<file path="src/rtl/ssd_share_arbiter.sv">
// Two-channel round-robin owner of the 4-digit seven-segment display.
// Each contended grant is held for at least HOLD_CYCLES; display data is registered from the next owner.
module ssd_share_arbiter #(
  parameter int HOLD_CYCLES = 100_000_000,
  parameter int CNT_W       = 27
) (
  input  logic        clk,
  input  logic        rst,
  input  logic        req0,
  input  logic [15:0] val0,
  input  logic        req1,
  input  logic [15:0] val1,
  input  logic        lz_blank,
  output logic        gnt0,
  output logic        gnt1,
  output logic [3:0]  digit0,
  output logic [3:0]  digit1,
  output logic [3:0]  digit2,
  output logic [3:0]  digit3,
  output logic [3:0]  mode
);

  localparam logic [CNT_W-1:0] HOLD_MAX = CNT_W'(HOLD_CYCLES - 1);

  typedef enum logic [1:0] {IDLE, OWN0, OWN1} state_t;

  state_t            state_q, state_d;
  logic              rr_q, rr_d;
  logic [CNT_W-1:0]  cnt_q, cnt_d;
  logic [3:0][3:0]   dig_q, dig_d;
  logic [3:0]        mode_q, mode_d;

  logic              expired;
  logic              entering;
  logic [15:0]       val_sel;
  logic [3:0]        lz_mode;

  assign expired = (cnt_q == HOLD_MAX);

  always_comb begin
    state_d = state_q;
    unique case (state_q)
      IDLE: begin
        if (req0 && req1)  state_d = rr_q ? OWN1 : OWN0;
        else if (req0)     state_d = OWN0;
        else if (req1)     state_d = OWN1;
      end
      OWN0: begin
        if (!req0)                state_d = req1 ? OWN1 : IDLE;
        else if (expired && req1) state_d = OWN1;
      end
      OWN1: begin
        if (!req1)                state_d = req0 ? OWN0 : IDLE;
        else if (expired && req0) state_d = OWN0;
      end
      default: state_d = IDLE;
    endcase
  end

  // A switch between owners counts as a fresh entry, so the hold restarts.
  assign entering = (state_d != IDLE) && (state_d != state_q);

  always_comb begin
    rr_d  = rr_q;
    cnt_d = cnt_q;
    if (entering) begin
      cnt_d = '0;
      rr_d  = (state_d == OWN0);
    end else if (state_d == IDLE) begin
      cnt_d = '0;
    end else if (!expired) begin
      cnt_d = cnt_q + CNT_W'(1);
    end
  end

  always_comb begin
    val_sel = 16'h0000;
    if (state_d == OWN0)      val_sel = val0;
    else if (state_d == OWN1) val_sel = val1;
  end

  // Digit n lights when any nibble at or above it is nonzero; digit 0 always lights.
  assign lz_mode[0] = 1'b1;
  for (genvar n = 1; n < 4; n++) begin : g_lz
    assign lz_mode[n] = |val_sel[15:4*n];
  end

  always_comb begin
    dig_d  = val_sel;
    mode_d = 4'b0000;
    if (state_d != IDLE) mode_d = lz_blank ? lz_mode : 4'b1111;
  end

  always_ff @(posedge clk or negedge rst) begin
    if (!rst) begin
      state_q <= IDLE;
      rr_q    <= 1'b0;
      cnt_q   <= '0;
      dig_q   <= '0;
      mode_q  <= 4'b0000;
    end else begin
      state_q <= state_d;
      rr_q    <= rr_d;
      cnt_q   <= cnt_d;
      dig_q   <= dig_d;
      mode_q  <= mode_d;
    end
  end

  assign gnt0   = (state_q == OWN0);
  assign gnt1   = (state_q == OWN1);
  assign digit0 = dig_q[0];
  assign digit1 = dig_q[1];
  assign digit2 = dig_q[2];
  assign digit3 = dig_q[3];
  assign mode   = mode_q;

endmodule

</file>
<file path="config.mk">
export PLATFORM = sky130hd
export DESIGN_NAME = ssd_share_arbiter
export DESIGN_NICKNAME = d
export VERILOG_FILES = /design/src/rtl/ssd_share_arbiter.sv
export SDC_FILE = /design/constraint.sdc
export NUM_CORES = 1
export LEC_CHECK = 0
export CORE_UTILIZATION = 51
export CTS_BUF_LIST = sky130_fd_sc_hd__clkbuf_2
export CTS_CLUSTER_SIZE = 40
export DETAILED_ROUTE_END_ITERATION = 6
export GPL_TIMING_DRIVEN = 0
export PLACE_DENSITY_LB_ADDON = 0.15
export SETUP_SLACK_MARGIN = 0.2
export SKIP_CTS_REPAIR_TIMING = 1
export SYNTH_ARGS = -nofsm -noshare
export SYNTH_HDL_FRONTEND = slang
export SYNTH_SLANG_ARGS = --single-unit
</file>
<file path="constraint.sdc">
create_clock -name clk -period 2.6 [get_ports clk]
set_input_delay 0.39 -clock clk [delete_from_list [all_inputs] [get_ports clk]]
set_output_delay 0.39 -clock clk [all_outputs]
set_load 0.05 [all_outputs]
</file>
==> impl_metrics.yaml, run 1 <==
clocking:
  cts.sinks: 50
  cts_tree: "done"
  clock_tree.root_cell: "clkbuf_2"
  clk_latency_ns: 0.43
  cts_buffer_depth: 2
  cts_buffers: 5
  h-tree-depth: 2
  clk_pin_slew_ns: 0.24
global_routing:
  grt_pass1_vias: 1946
  grtUsageTotal_pct: 22.7
  grt_pass1_wl_mm: 8.93
  antenna_found_initial: 0
  overflow: 0
  grt_max_degree: 38
timing:
  tightest_slew_ns: 0.790
  setup_viol: 0
  final.period_utilization_pct: 86.6
  clock_skew_ns: 0.00514
  finalHoldViolCount: 0
  finalSetupTns_ns: 0
  grt_setup_unrepaired: "yes"
  fmax_mhz: 444
  finalCriticalPeriod_ns: 2.25
  max_slew_margin_pct: 46.9
  drv_slew: 0
worst_hold_path:
  hp-start: "req1"
  worst_hold_path_type: "in -> reg"
final_layout:
  multi_input_area_um2: 1070
  layout-drive-gt1-share_pct: 9.80
  regArea_um2: 1250
  diodes: 0
  nets: 333
  syn_to_final_growth_pct: 30.1
  n_fill_cell: 323
  finish.utilization_pct: 70.5
placed_design:
  hpwlAfterDp_mm: 3.64
  finalWeightedCongestion: 0.820
  port_buffers: 57
routing:
  drt_pass1_iterations: 4
  vias_per_cell: 5.60
  ant_nets: 0
  drc: 0
  wl_per_cell_um: 14.6
  routed_wl_mm: 5.07
  drt_iter0_drc: 163
  vias: 1949
synth:
  async_flop_share_pct: 100
  synth_edf_count: 0
  synth_area_leader_cell: "dfrtp_1"
  netlist.area_leader.share_pct: 51.6
  synthTopCellsByArea: "dfrtp_1 (52%), a22o_1 (5.8%), xor2_1 (5.8%)"
  yosysMostFrequentCell: "dfrtp_1"
  postSynthCellCount: 229
  seq_area_frac_synth_pct: 51.6
  ys_top_cells_by_count: "dfrtp_1 (50), nor2_1 (30), nand2_1 (19)"
  synth_nets: 267
  ys.flop_type: "dfrtp_1"
  synth.distinct_cells: 43
  postSynthAreaPerCell_um2: 10.6
  ys_seq_elements: 50
  syn_area_um2: 2420
  yosys_warnings: 0
critical_path:
  endpoint_kind: "flip-flop"
  startpoint: "cnt_q[0]"
  startpoint_type: "flip-flop"
  r2r_start: "cnt_q[0]"
  crit_path_max_incr_delay_ns: 0.45
  required_ns: 2.95
  reg2reg_to: "cnt_q[22]"
  crit_family: "simple AND/OR/NAND/NOR gates"
  cp.depth: 9
  path_max_fanout: 10
  rrSetupSlack_ns: 0.35
  r2r_cells: 9
  crit_end: "cnt_q[22]"
  cp_num_buf_inv: 2
  crit_arrival_ns: 2.61
  path_common_cell: "buf_6"
  cpMaxStageDelayCell: "dfrtp_1"
  critical_path_class: "reg -> reg"
  crit_path_cell_trace: "ha_1 -> nand2_1 -> nor4_4 -> and3_1 -> buf_6 -> a21oi_1 -> a31oi_4 -> buf_6 -> nor2_1"
floorplan:
  start_util_pct: 54.2
  fp.dieH_um: 70.9
  die_area_um2: 5030
  core-area_um2: 4470
  ios: 59
  rows: 24
  die_w_um: 70.9
outcome:
  outcome: "finished clean"
power_and_ir_drop:
  seqPwrFrac_pct: 45.9
  power_mw: 1.90
  p_sw_mw: 0.657
  p_leak_nw: 1.32
  ir_drop_mv: 0.365
  switching_share_pct: 34.6
  clockPowerShare_pct: 21.6
  power.internal_mw: 1.24
  p_per_area_nw_per_um2: 602
  p_comb_share_pct: 32.5
flow_run:
  cap_violations: 0
==> cell families after synthesis <==
kind of cell,Yosys count,share of synthesized area [%]
and+or+nand+nor,102,22.3
adders and majority gates,1,0.516
xor gates and xnor gates,25,9.03
AOI/OAI and AO/OA,36,12.5
buffers and inverters,15,4.03
DFF,50,51.6
==> metrics by stage <==
step | worst slack, ns | std cells | instance area [um2] | hold WS (ns)
after CTS | -0.0478 | 347 | 3140 | -0.192
after global routing | 0.196 | 348 | 3150 | 0.278
final | 0.348 | 348 | 3150 | 0.309
after global placement | -0.256 | 338 | 3060 | 0.513
after detailed placement | 0.379 | 339 | 3070 | 0.320
after floorplan | 0.564 | 229 | 2420 | 0.0944
==> cells in the final DEF, fill, tap and decap left out, types with 5 or more instances in the layout <==
master and count:
clkdlybuf4s50_1 54, dfrtp_1 50, nor2_1 30, nand2_1 19, a22o_1 16, xor2_1 16, nand3_1 11, xnor2_1 9
nor3_1 7, and4_1 6, a21oi_1 5, nand4_1 5, clkbuf_2 5
==> power groups by stage <==
stage | Sequential (mW) | Combinational (mW) | Clock [mW]
finish | 0.873 | 0.617 | 0.410
global route | 0.882 | 0.656 | 0.451
CTS | 0.873 | 0.622 | 0.419
detailed placement | 0.886 | 0.620 | 0
global placement | 0.885 | 0.615 | 0
floorplan | 1.08 | 0.190 | 0
==> registers in the layout (all words and copies together), names as in the netlist <==
| signal | cells |
|---|---|
| state_q | 2 |
| digit0 | 4 |
| digit3 | 4 |
| cnt_q | 27 |
| mode | 4 |
| digit1 | 4 |
| rr_q | 1 |
| digit2 | 4 |
==> area by class of cell <==
type	count	share of cell area, %
Buffer	12	2.74
Clock buffer	5	0.793
Clock inverter	3	1.27
Inverter	3	0.357
Multi-Input combinational cell	164	34.1
Sequential cell	50	39.7
Tap cell	52	2.06
Timing Repair Buffer	59	19.0
==> tightest hold or removal path, cell delays in order <==
cell,delay [ns]
buf_2,0.18
a21o_1,0.13
a21oi_1,0.03
==> worst min path at each step <==
| stage | endpoint | cells after the start |
|---|---|---|
| floorplan | cnt_q[0] | 0 |
| global placement | cnt_q[23] | 2 |
| detailed placement | cnt_q[3] | 1 |
| CTS | cnt_q[3] | 1 |
| global route | rr_q | 3 |
| finish | rr_q | 3 |
==> layer usage <==
metal / GRT usage, % / vias up / part of all wire, % / wire [um]
met1: 28.9 / 936 / 43 / 2200
li1: - / 947 / - / -
met5: 0 / - / 0 / 0
met3: 5.98 / 6 / 6.2 / 313
met4: 6.67 / 0 / 0.89 / 45
met2: 38.2 / 60 / 50 / 2510
Note: power is estimated with default switching activity, not from simulation.
==> run 2: changes to the inputs <==
==> constraint.sdc (replaced) <==
create_clock -name clk -period 2.6 [get_ports clk]
set_input_delay 0.65 -clock clk [delete_from_list [all_inputs] [get_ports clk]]
set_output_delay 0.65 -clock clk [all_outputs]
set_load 0.05 [all_outputs]
==> run 2 against run 1 <==
Net effect:
- first-iteration DRC count grew 6.1%
- combinational power hardly changed
- core utilization shrank 0.36 points
- clock power hardly changed
- via count decreased by 0.36%
- sequential cell count did not move
- power shrank 0.11%
- critical endpoint is now mode[3]
- highest routed layer unchanged
==> impl_metrics.yaml, run 2 (synthesis results as in run 1) <==
global_routing:
  overflow: 0
  grt_pass1_vias: 1946
  antenna_found_initial: 0
  grt_pass1_wl_mm: 8.93
  grt_max_degree: 38
  grtUsageTotal_pct: 22.7
final_layout:
  finish.utilization_pct: 70.1
  layout-drive-gt1-share_pct: 10.5
  layout_common_cells: "clkdlybuf4s50_1 (54), dfrtp_1 (50), nor2_1 (30), nand2_1 (19)"
  largest_reg_flops: 27
  fin_area_um2: 3140
  syn_to_final_growth_pct: 29.5
  fin_cells: 347
  nets: 332
  diodes: 0
  final_common_cell: "clkdlybuf4s50_1"
  regMostFlops: "cnt_q"
timing:
  fmax_mhz: 438
  drv_slew: 0
  finalSetupTns_ns: 0
  tightest_slew_ns: 0.794
  fin_ws_ns: 0.317
  grt_setup_unrepaired: "no"
  setup_viol: 0
  clock_skew_ns: 0.00612
  finalCriticalPeriod_ns: 2.28
  max_slew_margin_pct: 46.7
  final.period_utilization_pct: 87.8
  hold_ws_ns: 0.0746
  finalHoldViolCount: 0
floorplan:
  start_util_pct: 54.2
  ios: 59
  die_area_um2: 5030
  rows: 24
  fp.dieH_um: 70.9
  die_w_um: 70.9
  core-area_um2: 4470
routing:
  routed_wl_mm: 5.07
  drt_iter0_drc: 173
  drc: 0
  vias: 1942
  drt_pass1_iterations: 4
  vias_per_cell: 5.60
  wl_per_cell_um: 14.6
  ant_nets: 0
critical_path:
  endpoint_kind: "output pin"
  crit_arrival_ns: 1.63
  r2r_cells: 9
  path_max_fanout: 1
  startpoint_type: "flip-flop"
  cp_num_buf_inv: 1
  crit_path_cell_trace: "clkdlybuf4s50_1"
  required_ns: 1.95
  critical_path_class: "reg -> out"
  crit_path_max_incr_delay_ns: 0.82
  reg2reg_to: "cnt_q[22]"
  crit_family: "buffers and inverters"
  cpMaxStageDelayCell: "clkdlybuf4s50_1"
  r2r_start: "cnt_q[0]"
  rrSetupSlack_ns: 0.34
clocking:
  cts.sinks: 50
  h-tree-depth: 2
  cts_tree: "done"
  clk_pin_slew_ns: 0.25
  cts_buffer_depth: 2
  clk_latency_ns: 0.43
  clock_tree.root_cell: "clkbuf_2"
  cts_buffers: 5
power_and_ir_drop:
  ir_drop_mv: 0.365
  power_mw: 1.90
  p_leak_nw: 1.31
  p_per_area_nw_per_um2: 605
worst_hold_path:
  worst_hold_path_type: "in -> async"
outcome:
  outcome: "finished clean"
flow_run:
  cap_violations: 0
placed_design:
  port_buffers: 57
  dp_worst_setup_slack_ns: 0.222
  placed_area_um2: 3070
  hpwlAfterDp_mm: 3.64
  finalWeightedCongestion: 0.820
  dp.cells: 339
[run 2: worst max path at each step]
stage | depth (start not counted) | end | slack, ns | start
2_1_floorplan | 2 | gnt1 | 0.56 | state_q[1]
3_3_place_gp | 1 | digit1[2] | -0.52 | rst
3_5_place_dp | 3 | gnt1 | 0.22 | state_q[1]
4_1_cts | 3 | gnt1 | -0.31 | state_q[1]
5_1_grt | 1 | mode[3] | 0.20 | mode[3]
6_report | 1 | mode[3] | 0.32 | mode[3]
[run 2: final cells by class]
type                       count  area [um2]
multi-input combinational    164        1070
sequential                    50        1250
timing repair buffer          58         583
tap                           52        65.1
buffer                        12        87.6
inverter                       3        11.3
clock buffer                   5        25.0
clock inverter                 3        40.0
fill                         323        1340
[run 2: metal layers]
metal	GRT usage (%)	up-vias	routed length, um
met2	38.2	60	2530
li1	-	945	-
met4	6.67	0	31
met3	5.98	4	300
met5	0	-	0
met1	28.9	933	2220
[run 2: power breakdown]
part           internal (mW)  switching, mW
Sequential             0.844         0.0291
Clock                  0.159          0.251
Combinational          0.237          0.377
